### src/rtl/img_word_unpacker.sv
// img_word_unpacker
//
// Takes a stream of packed pixel words (LANES = WORD_W/PIX_W pixels per word) and emits
// one pixel per cycle. Each pixel is tagged with frame-position flags that come from
// row/column counters. Both sides use a valid/stall handshake: a beat transfers when
// valid is high and stall is low.
//
// Ports:
//   clock            in   rising-edge clock
//   reset            in   synchronous, active-high
//   in_data          in   packed pixel word (WORD_W)
//   in_valid         in   in_data valid
//   upstream_stall   out  word not accepted this cycle (combinational on downstream_stall)
//   out_pixel        out  current pixel (PIX_W)
//   out_valid        out  out_pixel valid
//   out_sof          out  pixel is row 0, col 0
//   out_row_last     out  pixel is col IMG_WIDTH-1
//   out_frame_last   out  pixel is row IMG_HEIGHT-1, col IMG_WIDTH-1
//   downstream_stall in   consumer cannot take the pixel this cycle
//
// Configuration:
//   IMG_UNPACK_MSB_FIRST_EN  if defined, lane 0 is the most significant pixel of the word.
//                            Otherwise (default) lane 0 is in_data[PIX_W-1:0].

module img_word_unpacker #(
    parameter int unsigned IMG_WIDTH  = 28,
    parameter int unsigned IMG_HEIGHT = 28,
    parameter int unsigned PIX_W      = 8,
    parameter int unsigned WORD_W     = 32
) (
    input  logic              clock,
    input  logic              reset,
    input  logic [WORD_W-1:0] in_data,
    input  logic              in_valid,
    output logic              upstream_stall,
    output logic [PIX_W-1:0]  out_pixel,
    output logic              out_valid,
    output logic              out_sof,
    output logic              out_row_last,
    output logic              out_frame_last,
    input  logic              downstream_stall
);

    localparam int unsigned LANES  = WORD_W / PIX_W;
    localparam int unsigned LANE_W = (LANES > 1) ? $clog2(LANES) : 1;
    localparam int unsigned COL_W  = (IMG_WIDTH > 1) ? $clog2(IMG_WIDTH) : 1;
    localparam int unsigned ROW_W  = (IMG_HEIGHT > 1) ? $clog2(IMG_HEIGHT) : 1;

    localparam logic [LANE_W-1:0] LAST_LANE = LANE_W'(LANES - 1);
    localparam logic [COL_W-1:0]  LAST_COL  = COL_W'(IMG_WIDTH - 1);
    localparam logic [ROW_W-1:0]  LAST_ROW  = ROW_W'(IMG_HEIGHT - 1);

    if ((WORD_W % PIX_W) != 0 || LANES == 0) begin : g_bad_widths
        $error("WORD_W must be a non-zero multiple of PIX_W");
    end

    // State
    logic [WORD_W-1:0] wbuf_q, wbuf_d;
    logic              wbuf_valid_q, wbuf_valid_d;
    logic [LANE_W-1:0] lane_q, lane_d;
    logic [COL_W-1:0]  col_q, col_d;
    logic [ROW_W-1:0]  row_q, row_d;
    logic [PIX_W-1:0]  out_pixel_q, out_pixel_d;
    logic              out_valid_q, out_valid_d;
    logic              out_sof_q, out_sof_d;
    logic              out_row_last_q, out_row_last_d;
    logic              out_frame_last_q, out_frame_last_d;

    // Datapath / handshake
    logic              advance;
    logic              load;
    logic              accept;
    logic              final_lane;
    logic              cur_row_last;
    logic              cur_frame_last;
    logic [LANE_W-1:0] lane_sel;
    logic [WORD_W-1:0] wbuf_shifted;
    logic [PIX_W-1:0]  cur_pixel;

`ifdef IMG_UNPACK_MSB_FIRST_EN
    assign lane_sel = LAST_LANE - lane_q;
`else
    assign lane_sel = lane_q;
`endif

    assign wbuf_shifted   = wbuf_q >> (lane_sel * PIX_W);
    assign cur_pixel      = wbuf_shifted[PIX_W-1:0];

    assign cur_row_last   = (col_q == LAST_COL);
    assign cur_frame_last = cur_row_last && (row_q == LAST_ROW);

    // The output register can take a new pixel when it is empty or being drained.
    assign advance    = !out_valid_q || !downstream_stall;
    assign load       = advance && wbuf_valid_q;
    // A word is finished either at its top lane or when the frame ends mid-word,
    // in which case the remaining lanes are discarded.
    assign final_lane = (lane_q == LAST_LANE) || cur_frame_last;

    // Accepting on the edge that consumes the final lane avoids a bubble between words.
    assign upstream_stall = wbuf_valid_q && !(advance && final_lane);
    assign accept         = in_valid && !upstream_stall;

    always_comb begin
        wbuf_d           = wbuf_q;
        wbuf_valid_d     = wbuf_valid_q;
        lane_d           = lane_q;
        col_d            = col_q;
        row_d            = row_q;
        out_pixel_d      = out_pixel_q;
        out_valid_d      = out_valid_q;
        out_sof_d        = out_sof_q;
        out_row_last_d   = out_row_last_q;
        out_frame_last_d = out_frame_last_q;

        // Word buffer: a fresh word overrides the drain of the old one (same edge).
        if (accept) begin
            wbuf_d       = in_data;
            wbuf_valid_d = 1'b1;
            lane_d       = '0;
        end else if (load) begin
            if (final_lane) begin
                wbuf_valid_d = 1'b0;
            end else begin
                lane_d = lane_q + LANE_W'(1);
            end
        end

        // Output register only moves on advance; held while stalled.
        if (advance) begin
            out_valid_d      = wbuf_valid_q;
            out_sof_d        = 1'b0;
            out_row_last_d   = 1'b0;
            out_frame_last_d = 1'b0;
            if (load) begin
                out_pixel_d      = cur_pixel;
                out_sof_d        = (row_q == '0) && (col_q == '0);
                out_row_last_d   = cur_row_last;
                out_frame_last_d = cur_frame_last;

                if (cur_row_last) begin
                    col_d = '0;
                    row_d = cur_frame_last ? '0 : row_q + ROW_W'(1);
                end else begin
                    col_d = col_q + COL_W'(1);
                end
            end
        end
    end

    always_ff @(posedge clock) begin
        if (reset) begin
            wbuf_q           <= '0;
            wbuf_valid_q     <= 1'b0;
            lane_q           <= '0;
            col_q            <= '0;
            row_q            <= '0;
            out_pixel_q      <= '0;
            out_valid_q      <= 1'b0;
            out_sof_q        <= 1'b0;
            out_row_last_q   <= 1'b0;
            out_frame_last_q <= 1'b0;
        end else begin
            wbuf_q           <= wbuf_d;
            wbuf_valid_q     <= wbuf_valid_d;
            lane_q           <= lane_d;
            col_q            <= col_d;
            row_q            <= row_d;
            out_pixel_q      <= out_pixel_d;
            out_valid_q      <= out_valid_d;
            out_sof_q        <= out_sof_d;
            out_row_last_q   <= out_row_last_d;
            out_frame_last_q <= out_frame_last_d;
        end
    end

    assign out_pixel      = out_pixel_q;
    assign out_valid      = out_valid_q;
    assign out_sof        = out_sof_q;
    assign out_row_last   = out_row_last_q;
    assign out_frame_last = out_frame_last_q;

endmodule

### config.mk
export PLATFORM = sky130hd
export DESIGN_NAME = img_word_unpacker
export DESIGN_NICKNAME = d
export VERILOG_FILES = /design/src/rtl/img_word_unpacker.sv
export SDC_FILE = /design/constraint.sdc
export NUM_CORES = 1
export LEC_CHECK = 0
export CAP_MARGIN = 20
export CORE_MARGIN = 10
export CORE_UTILIZATION = 40
export DETAILED_ROUTE_END_ITERATION = 6
export MAX_ROUTING_LAYER = met4
export PLACE_DENSITY_LB_ADDON = 0.2
export SLEW_MARGIN = 5
export SYNTH_ARGS = -nofsm -noshare
export SYNTH_HDL_FRONTEND = slang
export SYNTH_SLANG_ARGS = --single-unit
### constraint.sdc
create_clock -name clock -period 3.8 [get_ports clock]
set_clock_uncertainty 0.05 [all_clocks]
set_input_delay 0.38 -clock clock [delete_from_list [all_inputs] [get_ports clock]]
set_output_delay 0.38 -clock clock [all_outputs]
set_load 0.01 [all_outputs]
==> metrics.yaml <==
status:
  status: "completed"
clock_network:
  cts_tree: "done"
  cts_resized: 0
  post_cts_buffers: 0
  cts_inserted_buffers: 9
  cts.hold.buffers_added: 0
  clk_pin_slew_ps: 70
  cts_root_buf: "clkbuf_8"
  clk_latency_ps: 340
  clock_sinks: 57
  ctsHtreeMaxLevel: 3
  cts_buffer_depth: 2
grt:
  first_global_vias: 2075
  grt_pass1_wl_mm: 9.54
  gr-total-overflow: 0
  antenna_found_initial: 0
  grt_max_degree: 65
  grtUsageTotal_pct: 11.9
timing:
  worst_pin_slew_ps: 803
  setup_slack_ps: 1210
  fmax_mhz: 386
  report.final.hold_viol_count: 0
  setup_viol: 0
  holdWs_ps: 403
  period_needed_ps: 2590
  slew_violations: 0
  tns_ps: 0
  timing.final.crit_share_pct: 68.2
  grt_setup_unrepaired: "false"
  maxSlewHeadroom_pct: 46.4
placement:
  place.gp.congestion: 0.822
  place_ws_ps: 1490
  hpwl_mm: 3.94
  dpl_cell_area_sq_um: 3240
  portBuffers: 48
routing:
  avgViaCountPerCell: 4.86
  drc_errors: 0
  avgRoutedWirePerCell_microns: 14.1
  drt_pass1_iterations: 4
  drt-total-wl_mm: 5.71
  drtIter0Drc: 71
  antenna_left: 0
  num_vias: 1970
synth:
  synthesis.nets: 320
  ys_warn_count: 0
  synth_area_leaders: "dfxtp_1 41%, nand2b_1 14%, mux2i_1 13%"
  synth.avg_cell_area_sq_um: 9.96
  synth.top_cell.area_share_pct: 41.0
  ys_seq_area_share_pct: 41.0
  yosysMostFrequentCell: "nand2b_1"
  yosys.area.top_type: "dfxtp_1"
  synth_seq_cells: 57
  synth_edf_count: 0
  yosysUniqueCellTypes: 37
  syn_inst: 279
  synthesis.area_sq_um: 2780
  synthTopCellsByCount: "64 x nand2b_1, 57 x dfxtp_1, 35 x mux2i_1"
  synth-main-ff-cell: "dfxtp_1"
  async_flop_share_pct: 0
layout:
  fin_area_sq_um: 3430
  final_util_pct: 50.7
  diodes: 0
  num-nets-final: 361
  layout-drive-gt1-share_pct: 10.2
  num-fill-cells: 645
  area_growth_pct: 23.3
  regArea_sq_um: 1140
  multi_input_area_sq_um: 1490
floorplan:
  floorplan.die.height_microns: 103
  die-area_sq_um: 10700
  ios: 49
  die_width_microns: 103
  num_rows: 30
  start_util_pct: 41.1
  core-area_sq_um: 6760
pwr:
  peakVddDrop_uv: 192
  cellLeakagePower_nw: 1.26
  power_density_nw_per_um2: 397
critical_path:
  critPathLaunchType: "register"
  crit_required_ps: 3370
  worstSetupEndpointType: "output pin"
  cp.arrival_ps: 2160
  crit_fanout: 8
  setup.worst_path.class: "reg2out"
flow_run:
  drv_cap: 0
hold_path:
  hold_class: "reg2reg"
[per-layer routing]
layer	global-route usage [%]	vias to the layer above	wire, microns	part of all wire (%)
li1	-	1029	-	-
met1	14.9	891	2860	50
met2	16.8	40	2530	44
met3	3.12	10	210	3.7
met4	7.06	0	108	1.9
met5	-	-	0	0
[where the power goes]
part | total, mW | switching (mW) | internal, mW
registers | 0.649 | 0.0216 | 0.628
clock network | 0.546 | 0.227 | 0.319
logic | 0.165 | 0.0672 | 0.0981
[placed cells by master (no fill, tap or decap), types with 2 or more instances in the layout]
master           instances
a22oi_1                  3
nand2_1                 25
mux4_2                   8
nand3_1                  3
and4b_1                  2
clkdlybuf4s50_1         47
buf_4                    2
nor3_2                   2
a311oi_1                 2
clkinv_2                 2
a21oi_1                 15
ha_1                     5
nand2b_1                64
clkbuf_1                 3
or3_1                    2
inv_1                    5
dfxtp_1                 57
nor4_1                   2
and2_1                   2
a41oi_1                  2
mux2i_1                 35
nor2_1                  11
clkbuf_8                10
[metrics by stage]
step,cells,power [mW]
6_report,405,1.36
5_1_grt,405,1.43
4_1_cts,405,1.38
3_5_place_dp,389,0.830
3_3_place_gp,389,0.828
2_1_floorplan,279,0.770
[final timing paths]
path / cells past startpoint / end / startpoint / slack [ps]
hold reg to reg: 2 / out_pixel[5] / out_pixel[5] / 400
setup reg to reg: 6 / wbuf_q[10] / row_q[0] / 1570
hold / removal: 2 / out_pixel[5] / out_pixel[5] / 400
setup / recovery: 5 / upstream_stall / row_q[0] / 1210
[critical path: stages (launching register included)]
cell and delay [ps]:
dfxtp_1 410, ha_1 230, and4b_1 400, a21oi_1 120, o21a_1 190, clkdlybuf4s50_1 470
[cells by family (layout without fill, tap and decap cells)]
logic type      count (synthesis)  after routing  share of synthesized area [%]
buf+inv                        25             71                           5.99
fa+ha+maj                       5              5                           2.25
xor+xnor                        1              1                          0.315
simple gates                  118            118                           23.9
compound gates                 30             30                           7.47
flops                          57             57                           41.0
mux                            43             43                           19.1
[layout make-up]
cell class / count / area share [%]
multi-input combinational: 197 / 43.4
sequential: 57 / 33.3
timing repair buffer: 50 / 14.3
clock buffer: 13 / 4.34
tap: 80 / 2.92
clock inverter: 3 / 1.17
inverter: 5 / 0.548
[sequential cells by signal (all words and copies together), names as in the netlist]
register	cells
col_q	5
wbuf_q	32
out_pixel	8
row_q	5
lane_q	2
out_valid	1
wbuf_valid_q	1
out_sof	1
out_frame_last	1
out_row_last	1
(Power assumes the default switching activity.)
